[src/rtl/chip_spreading.sv]
// -----------------------------------------------------------------------------
// chip_spreading
//
// Turns the serial PPDU bit stream from the framing/encoding chain into
// IEEE 802.15.4 (2.4 GHz O-QPSK) DSSS chips. Bits are packed LSB first into
// 4-bit symbols. Each symbol is queued in a small FIFO. A chip engine driven by
// the modulator's chip-rate strobe then expands each symbol into its 32-chip
// PN sequence, starting with chip c0 (the MSB).
//
// Parameters:
//   FIFO_DEPTH      number of queued symbols (a power of 2, >= 2)
//
// Ports:
//   clk             system clock, rising edge
//   reset_n         asynchronous active-low reset
//   bit_in          serial data bit (from framing_encoding_out)
//   bit_in_valid    qualifies bit_in, at most one bit per cycle
//   chip_tick       chip-rate strobe, one chip per high cycle
//   chip_out        current chip (0 whenever chip_out_valid is 0)
//   chip_out_valid  one-cycle pulse qualifying chip_out
//   overflow        a completed symbol was dropped because the FIFO was full
//
// Build option:
//   CHIP_SPREADING_STICKY_OVF_EN  defined  : overflow is set by the first drop
//                                            and held until reset_n
//                                 undefined: overflow is a one-cycle pulse
//                                            after each dropped symbol
// -----------------------------------------------------------------------------
module chip_spreading #(
  parameter int FIFO_DEPTH = 4
) (
  input  logic clk,
  input  logic reset_n,
  input  logic bit_in,
  input  logic bit_in_valid,
  input  logic chip_tick,
  output logic chip_out,
  output logic chip_out_valid,
  output logic overflow
);

  localparam int AW = $clog2(FIFO_DEPTH);

  // Chip engine states
  localparam logic [0:0] ST_IDLE = 1'b0;
  localparam logic [0:0] ST_SEND = 1'b1;

  // Symbols 8..15 invert the odd chips of symbols 0..7
  localparam logic [31:0] ODD_CHIP_MASK = 32'h5555_5555;

  // ---------------------------------------------------------------------------
  // Symbol-to-chip ROM. Symbols 1..7 are symbol 0 rotated right by four chips
  // per step. The eight base sequences are listed explicitly so the table
  // can be checked against the standard directly.
  // ---------------------------------------------------------------------------
  function automatic logic [31:0] f_spread(input logic [3:0] i_sym);
    logic [31:0] v_base;
    case (i_sym[2:0])
      3'd0:    v_base = 32'hD9C3_522E;
      3'd1:    v_base = 32'hED9C_3522;
      3'd2:    v_base = 32'h2ED9_C352;
      3'd3:    v_base = 32'h22ED_9C35;
      3'd4:    v_base = 32'h522E_D9C3;
      3'd5:    v_base = 32'h3522_ED9C;
      3'd6:    v_base = 32'hC352_2ED9;
      default: v_base = 32'h9C35_22ED;
    endcase
    return i_sym[3] ? (v_base ^ ODD_CHIP_MASK) : v_base;
  endfunction

  // ---------------------------------------------------------------------------
  // Registers
  // ---------------------------------------------------------------------------
  logic [1:0]      r_bit_cnt;       // next nibble position to fill
  logic [2:0]      r_nibble;        // bits b0..b2 of the nibble being built
  logic [3:0]      r_mem [FIFO_DEPTH];
  logic [AW:0]     r_wr_ptr;        // extra MSB separates full from empty
  logic [AW:0]     r_rd_ptr;
  logic [0:0]      r_state;
  logic [4:0]      r_chip_cnt;      // index of the next chip to emit in SEND
  logic [31:0]     r_shift;         // next chip to send sits in bit 31
  logic            r_chip_out;
  logic            r_chip_valid;
  logic            r_overflow;

  // ---------------------------------------------------------------------------
  // Wires
  // ---------------------------------------------------------------------------
  logic            w_push;          // a nibble completes on this edge
  logic [3:0]      w_push_sym;
  logic            w_empty;
  logic            w_full;
  logic            w_sym_end;       // the chip going out now is c31
  logic            w_pop;
  logic            w_push_ok;
  logic            w_drop;
  logic [3:0]      w_head_sym;
  logic [31:0]     w_head_chips;

  assign w_push     = bit_in_valid && (r_bit_cnt == 2'd3);
  assign w_push_sym = {bit_in, r_nibble};

  assign w_empty = (r_wr_ptr == r_rd_ptr);
  assign w_full  = (r_wr_ptr[AW] != r_rd_ptr[AW]) &&
                   (r_wr_ptr[AW-1:0] == r_rd_ptr[AW-1:0]);

  assign w_sym_end = (r_chip_cnt == 5'd31);

  // Emptiness comes from registered pointers, so a symbol pushed on this edge
  // cannot be popped on the same edge. The engine simply waits one tick.
  assign w_pop = chip_tick && !w_empty &&
                 ((r_state == ST_IDLE) || ((r_state == ST_SEND) && w_sym_end));

  // A pop on the same edge frees the slot, so a push into a full FIFO still
  // succeeds in that case.
  assign w_push_ok = w_push && (!w_full || w_pop);
  assign w_drop    = w_push && w_full && !w_pop;

  assign w_head_sym   = r_mem[r_rd_ptr[AW-1:0]];
  assign w_head_chips = f_spread(w_head_sym);

  // ---------------------------------------------------------------------------
  // Bit assembly
  // ---------------------------------------------------------------------------
  // NOTE: state registers use non-blocking assignments so that every block
  // samples the values from before the edge, whatever the evaluation order.
  always_ff @(posedge clk or negedge reset_n) begin
    if (!reset_n) begin
      r_bit_cnt <= 2'd0;
      r_nibble  <= 3'd0;
    end else if (bit_in_valid) begin
      r_bit_cnt <= r_bit_cnt + 2'd1;
      case (r_bit_cnt)
        2'd0:    r_nibble[0] <= bit_in;
        2'd1:    r_nibble[1] <= bit_in;
        2'd2:    r_nibble[2] <= bit_in;
        default: r_nibble    <= r_nibble;  // bit 3 goes straight to the FIFO
      endcase
    end
  end

  // ---------------------------------------------------------------------------
  // Symbol FIFO
  // ---------------------------------------------------------------------------
  // NOTE: the storage array has no reset. Emptiness is defined by the pointers
  // alone, so stale entries are never read. Leaving the array out of reset
  // lets it map onto plain flops or distributed RAM.
  always_ff @(posedge clk) begin
    if (w_push_ok) begin
      r_mem[r_wr_ptr[AW-1:0]] <= w_push_sym;
    end
  end

  always_ff @(posedge clk or negedge reset_n) begin
    if (!reset_n) begin
      r_wr_ptr <= '0;
      r_rd_ptr <= '0;
    end else begin
      if (w_push_ok) begin
        r_wr_ptr <= r_wr_ptr + (AW+1)'(1);
      end
      if (w_pop) begin
        r_rd_ptr <= r_rd_ptr + (AW+1)'(1);
      end
    end
  end

  // ---------------------------------------------------------------------------
  // Chip engine
  // ---------------------------------------------------------------------------
  always_ff @(posedge clk or negedge reset_n) begin
    if (!reset_n) begin
      r_state      <= ST_IDLE;
      r_chip_cnt   <= 5'd0;
      r_shift      <= 32'd0;
      r_chip_out   <= 1'b0;
      r_chip_valid <= 1'b0;
    end else begin
      // The outputs are a one-cycle pulse per tick. With no tick they return
      // to 0 while the engine state holds.
      r_chip_out   <= 1'b0;
      r_chip_valid <= 1'b0;
      if (chip_tick) begin
        case (r_state)
          ST_IDLE: begin
            if (!w_empty) begin
              // c0 goes out on the popping tick. The rest waits in the shifter.
              r_chip_out   <= w_head_chips[31];
              r_chip_valid <= 1'b1;
              r_shift      <= {w_head_chips[30:0], 1'b0};
              r_chip_cnt   <= 5'd1;
              r_state      <= ST_SEND;
            end
          end
          default: begin
            r_chip_out   <= r_shift[31];
            r_chip_valid <= 1'b1;
            r_chip_cnt   <= r_chip_cnt + 5'd1;  // wraps to 0 after c31
            if (w_sym_end) begin
              if (!w_empty) begin
                // Reload the whole symbol. Its c0 goes out on the next tick,
                // directly after this c31.
                r_shift <= w_head_chips;
              end else begin
                r_shift <= 32'd0;
                r_state <= ST_IDLE;
              end
            end else begin
              r_shift <= {r_shift[30:0], 1'b0};
            end
          end
        endcase
      end
    end
  end

  // ---------------------------------------------------------------------------
  // Overflow indication
  // ---------------------------------------------------------------------------
  always_ff @(posedge clk or negedge reset_n) begin
    if (!reset_n) begin
      r_overflow <= 1'b0;
    end else begin
`ifdef CHIP_SPREADING_STICKY_OVF_EN
      r_overflow <= r_overflow || w_drop;
`else
      r_overflow <= w_drop;
`endif
    end
  end

  assign chip_out       = r_chip_out;
  assign chip_out_valid = r_chip_valid;
  assign overflow       = r_overflow;

endmodule

[config.mk]
export PLATFORM = sky130hd
export DESIGN_NAME = chip_spreading
export DESIGN_NICKNAME = d
export VERILOG_FILES = /design/src/rtl/chip_spreading.sv
export SDC_FILE = /design/constraint.sdc
export NUM_CORES = 1
export LEC_CHECK = 0
export ABC_AREA = 1
export ABC_CLOCK_PERIOD_IN_PS = 2600
export CAP_MARGIN = 20
export CORE_UTILIZATION = 45
export CTS_BUF_LIST = sky130_fd_sc_hd__clkbuf_4
export DETAILED_ROUTE_END_ITERATION = 10
export SLEW_MARGIN = 20
export SYNTH_ARGS = -nofsm -noshare
export SYNTH_HDL_FRONTEND = slang
export SYNTH_SLANG_ARGS = --single-unit
[constraint.sdc]
create_clock -name clk -period 2.6 [get_ports clk]
set_input_delay 0.39 -clock clk [delete_from_list [all_inputs] [get_ports clk]]
set_output_delay 0.39 -clock clk [all_outputs]
set_load 0.02 [all_outputs]
### After elaboration in Yosys (flattened, before gate mapping)

Memory sizes are Yosys's and may differ from the RTL's.
Cells that the tools add are included.

| word-level totals | value |
|---|---|
| register bits after elaboration | 52 |
| bits in writable memories | 16 |
| input port bits | 5 |
| output and inout port bits | 3 |
| logic and storage cells | 70 |
| memories | 1 |

| cells by class | value |
|---|---|
| add/sub/neg operators | 4 |
| equality and inequality tests | 14 |
| muxes and demuxes | 18 |
| bitwise logic cells | 2 |
| reduce and logical (&&, ||, !) cells | 19 |

Memories:

| name | depth | bits a word | read ports | clocked after memory_dff | write ports | line | text |
|---|---|---|---|---|---|---|---|
| r_mem | 4 | 4 | 1 | 0 | 1 | 76 | `logic [3:0] r_mem [FIFO_DEPTH];` |

Operators with widths:

| cell | count |
|---|---|
| one-hot mux 32 bit (7 select lines) | 1 |
| two-way mux 32 bit | 4 |
| two-way mux 31 bit | 1 |
| inverter 16 bit | 1 |
| two-way mux 1 bit | 10 |
| two-way mux 5 bit | 2 |
| == test 3 bit (second input constant) | 3 |
| logical AND 1 bit | 8 |
| AND reduction 2 bit | 4 |
| adder 3 x 1 -> 3 bit (second input constant) | 2 |
| == test 3 x 2 -> 1 bit (second input constant) | 2 |
| adder 5 x 1 -> 5 bit (second input constant) | 1 |
| == test 5 bit (second input constant) | 1 |
| == test 2 bit (second input constant) | 2 |
| == test 3 x 1 -> 1 bit (second input constant) | 1 |
| == test 3 bit | 1 |
| logical NOT 1 bit | 3 |
| logical NOT 3 bit | 1 |
| adder 2 x 1 -> 2 bit (second input constant) | 1 |
| == test 2 x 1 -> 1 bit (second input constant) | 1 |
| == test 2 bit | 1 |
| logical NOT 2 bit | 1 |
| logical OR 1 bit | 2 |
| != test 2 bit (second input constant) | 1 |
| 2 further kinds | 2 |

### Logic depth before layout (Yosys ltp)

| logic depth | value |
|---|---|
| depth after elaboration | 8 |
| mapped depth | 14 |
| gate-level depth less buffers | 13 |

### Worst setup path before layout

Ideal clock, no wire load.

| path | value |
|---|---|
| path kind | flip-flop to flip-flop |
| start | register r_chip_cnt[0] |
| end | memory r_mem[0][0], enable pin |
| library setup time | 329 ps |
| arrival time | 1826 ps |
| data required time | 2271 ps |
| slack | 445 ps |
| cell stages (with the launch flop) | 11 |
| buffers on the path | 0 |
| clock period less this slack | 2155 ps |
| path through | dfrtp_1 > ha_1 > nand2_1 > nor2_1 > ha_1 > nor2_2 > inv_1 > nand3_2 > nand2_1 > nand2_2 > nor2_1 |

| on the way | value |
|---|---|
| longest elaborated chain between the ends | 8 |

RTL lines:

| what | line | text |
|---|---|---|
| from (decl) | 80 | `logic [4:0] r_chip_cnt;` |
| from (signal assigned) | 198 | `r_chip_cnt <= r_chip_cnt + 5'd1;` |
| == test 5 bit | 107 | `assign w_sym_end = (r_chip_cnt == 5'd31);` |
| logical AND 1 bit | 112 | `((r_state == ST_IDLE) \|\| ((r_state == ST_SEND) && w_sym_end));` |
| logical OR 1 bit | 112 |  |
| logical AND 1 bit | 111 | `assign w_pop = chip_tick && !w_empty &&` |
| logical OR 1 bit | 116 | `assign w_push_ok = w_push && (!w_full \|\| w_pop);` |
| logical AND 1 bit | 116 |  |
| two-way mux 1 bit | 149 | `if (w_push_ok) begin` |
| two-way mux 1 bit (implied by the code) | 150 | `r_mem[r_wr_ptr[AW-1:0]] <= w_push_sym;` |
| to (decl) | 76 |  |

Every way passes these cells.

### Final worst setup path

| path | value |
|---|---|
| start | register r_chip_cnt[0] |
| end | memory r_mem[2][3], enable pin |

Same word-level chain as after synthesis.

==> flow_summary.json <==
{
  "worstMarginPinSlew_ns": 0.6083,
  "setup_tns_ns": 0,
  "final_common_cell": "nand2_1",
  "crit_fanout": 7,
  "row_count": 34,
  "hold_path_class": "in -> async",
  "skew_ns": 0.02383,
  "power.density_mw_per_mm2": 1270,
  "p_leak_nw": 2.117,
  "die_w_um": 97.18,
  "hpwl_mm": 6.753,
  "synth_cells": 525,
  "cts_made_buffers": 9,
  "report.final.hold_viol_count": 0,
  "cp_cell_sequence": "ha_1, nand2_1, nor2_1, ha_1, nor2_2, inv_1, nand3_2, nand2_1, nand2_2, nor2_1",
  "slew_viol_final": 0,
  "initial_core_util_pct": 46.52,
  "dpl_cell_area_mm2": 0.004248,
  "synth_fp_nets": 541,
  "nets": 552,
  "crit_path_end_kind": "register",
  "clock-root-buffer": "clkbuf_4",
  "multi_input_area_mm2": 0.002047,
  "arrival_ns": 2.32,
  "die-area_mm2": 0.009443,
  "drt_iter0_markers": 121,
  "ys_warn_count": 0,
  "wl_mm": 9.454,
  "period_needed_ns": 2.215,
  "vias": 3358,
  "final_layout_size_suffix_gt1_share_pct": 13.49,
  "synthAdderAreaFrac_pct": 3.376,
  "worstSkewPairLatency_ns": 0.44,
  "clockBufferDepth": 2,
  "final_cells": 649,
  "antenna_cells": 0,
  "clkTransAtPathRegs_ns": 0.15,
  "synth_compound_area_share_pct": 8.379,
  "cts_tree": "yes",
  "gp_congestion": 0.8695,
  "io_pins": 8,
  "synth.distinct_cells": 33,
  "die_h_um": 97.18,
  "antenna_found_initial": 0,
  "grt_pass1_vias": 3274,
  "crit_type": "reg -> reg",
  "hold_slack_ns": 0.4510,
  "synthSimpleGateAreaFrac_pct": 35.94,
  "viasPerCell": 5.174,
  "htree_levels": 3,
  "cp-start-kind": "register",
  "portBuffers": 7,
  "syn_avg_cell_area_um2": 7.765,
  "relSlewSlack_pct": 59.45,
  "place_inst": 632,
  "drv_cap": 0,
  "avgRoutedWirePerCell_um": 14.57,
  "ys_seq_area_share_pct": 43.71,
  "grt_overflow_total": 0,
  "status": "complete, no violations",
  "ctsResizeCount": 0,
  "area_delta_synth_final_pct": 9.300,
  "drtAntennaViolNets": 0,
  "worst_ep_required_time_ns": 2.71,
  "crit_slowest_cell": "dfrtp_1",
  "syn-cell-area_mm2": 0.004076,
  "setup_viol": 0,
  "period_share_pct": 85.18,
  "fillerInstances": 890,
  "mostFrequentLayoutCells": "151 x nand2_1, 75 x nor2_1, 52 x dfrtp_1",
  "synth_xor_area_share_pct": 2.517,
  "drc": 0,
  "muxShareOfSynthArea_pct": 0,
  "synth_top_family_by_area": "simple AND/OR/NAND/NOR gates",
  "fin_area_mm2": 0.004456,
  "drtPass1Iterations": 4,
  "fmax_mhz": 451.5,
  "peakVddDrop_mv": 0.5839,
  "rsz0062_at_grt": "false",
  "grt_max_degree": 28,
  "critical-path-max-stage-delay_ns": 0.40,
  "cts_sinks": 68,
  "grt_usage_pct": 21.45,
  "coreArea_mm2": 0.008763,
  "grt_pass1_wl_mm": 16.04,
  "seq_area_mm2": 0.001782,
  "ys_ff_latch": 68
}
## cell type report
type | count | area share [%]
clock inverters | 7 | 2.921
clock buffers | 9 | 1.516
inverters | 35 | 2.949
flip-flops and latches | 68 | 39.99
repair buffers | 18 | 3.651
well taps | 108 | 3.033
multi-input cells | 404 | 45.94
## cell usage after synthesis
cell type / count / area [µm²]
nand2_1: 151 / 566.8
nor2_1: 75 / 281.5
dfrtp_1: 52 / 1301
nand3_1: 51 / 255.2
a21oi_1: 42 / 210.2
inv_1: 30 / 112.6
nand2_2: 19 / 118.9
edfxtp_1: 16 / 480.5
ha_1: 11 / 137.6
nand2_4: 8 / 90.09
clkbuf_1: 7 / 26.28
nand4_1: 6 / 37.54
inv_2: 5 / 18.77
o21ai_1: 5 / 25.02
xor2_1: 5 / 43.79
a31oi_1: 4 / 25.02
buf_4: 4 / 30.03
buf_6: 4 / 45.04
nand3_2: 4 / 40.04
a22oi_1: 3 / 22.52
buf_2: 3 / 15.01
o21ai_0: 3 / 15.01
o21ai_2: 3 / 26.28
xnor2_1: 3 / 26.28
a22o_1: 2 / 17.52
nor2_2: 2 / 12.51
nand2_8: 1 / 20.02
nand3_4: 1 / 17.52
nand3b_1: 1 / 7.510
nor2_4: 1 / 11.26
or2_1: 1 / 6.260
xnor2_2: 1 / 16.27
xor2_2: 1 / 16.27
## registers in the layout, indices dropped and copies added (netlist names)
signal          cells
chip_out            1
chip_out_valid      1
overflow            1
r_bit_cnt           2
r_chip_cnt          5
r_mem              16
r_nibble            3
r_rd_ptr            3
r_shift            32
r_state             1
r_wr_ptr            3
## power by group
group | internal, W | switching, W
Combinational | 0.000975 | 0.00200
Sequential | 0.00147 | 0.000260
Clock | 0.000506 | 0.000448
## worst max-delay path, delay by kind of cell, from the launching register on
| family | cells | cell delay, ns |
|---|---|---|
| flops | 1 | 0.40 |
| simple gates | 7 | 0.92 |
| buf+inv | 1 | 0.08 |
| fa+ha+maj | 2 | 0.50 |
## routing by layer
layer	global-route usage [%]	up-vias	wire length [µm]
met3	3.813	16	361
met2	34.40	64	4400
met4	7.922	0	197
met5	0	-	0
li1	-	1722	-
met1	29.04	1556	4495
## worst paths after layout
| kind | startpoint | endpoint | slack (ns) | depth (start not counted) |
|---|---|---|---|---|
| max in group asynchronous | reset_n | r_shift[2] | 1.48 | 3 |
| min reg2reg | r_wr_ptr[2] | r_wr_ptr[2] | 0.49 | 1 |
| max reg2reg | r_chip_cnt[0] | r_mem[2][3] | 0.39 | 10 |
| min in group clk | r_wr_ptr[2] | r_wr_ptr[2] | 0.49 | 1 |
| max | r_chip_cnt[0] | r_mem[2][3] | 0.39 | 10 |
| min | reset_n | r_shift[31] | 0.45 | 2 |
## through the flow
step | util, % | total power, W | setup WS (ns)
4_1_cts | 50.84 | 0.005686 | 0.3526
2_1_floorplan | - | 0.004070 | 0.4452
3_5_place_dp | 48.47 | 0.004721 | 0.3645
3_3_place_gp | 48.47 | 0.004694 | 0.4799
6_report | 50.84 | 0.005657 | 0.3853
5_1_grt | 50.84 | 0.006171 | 0.1106
## cells by family (layout without fill, tap and decap cells)
| family | Yosys count | count (layout) |
|---|---|---|
| compound gates | 62 | 62 |
| xor+xnor | 10 | 10 |
| buf+inv | 53 | 69 |
| simple gates | 321 | 321 |
| flops | 68 | 68 |
| fa+ha+maj | 11 | 11 |
## repair_timing
action	CTS	global route
hold endpoints to repair	21	0
hold buffers	1	0
setup buffers	0	0
(Power assumes the default switching activity.)
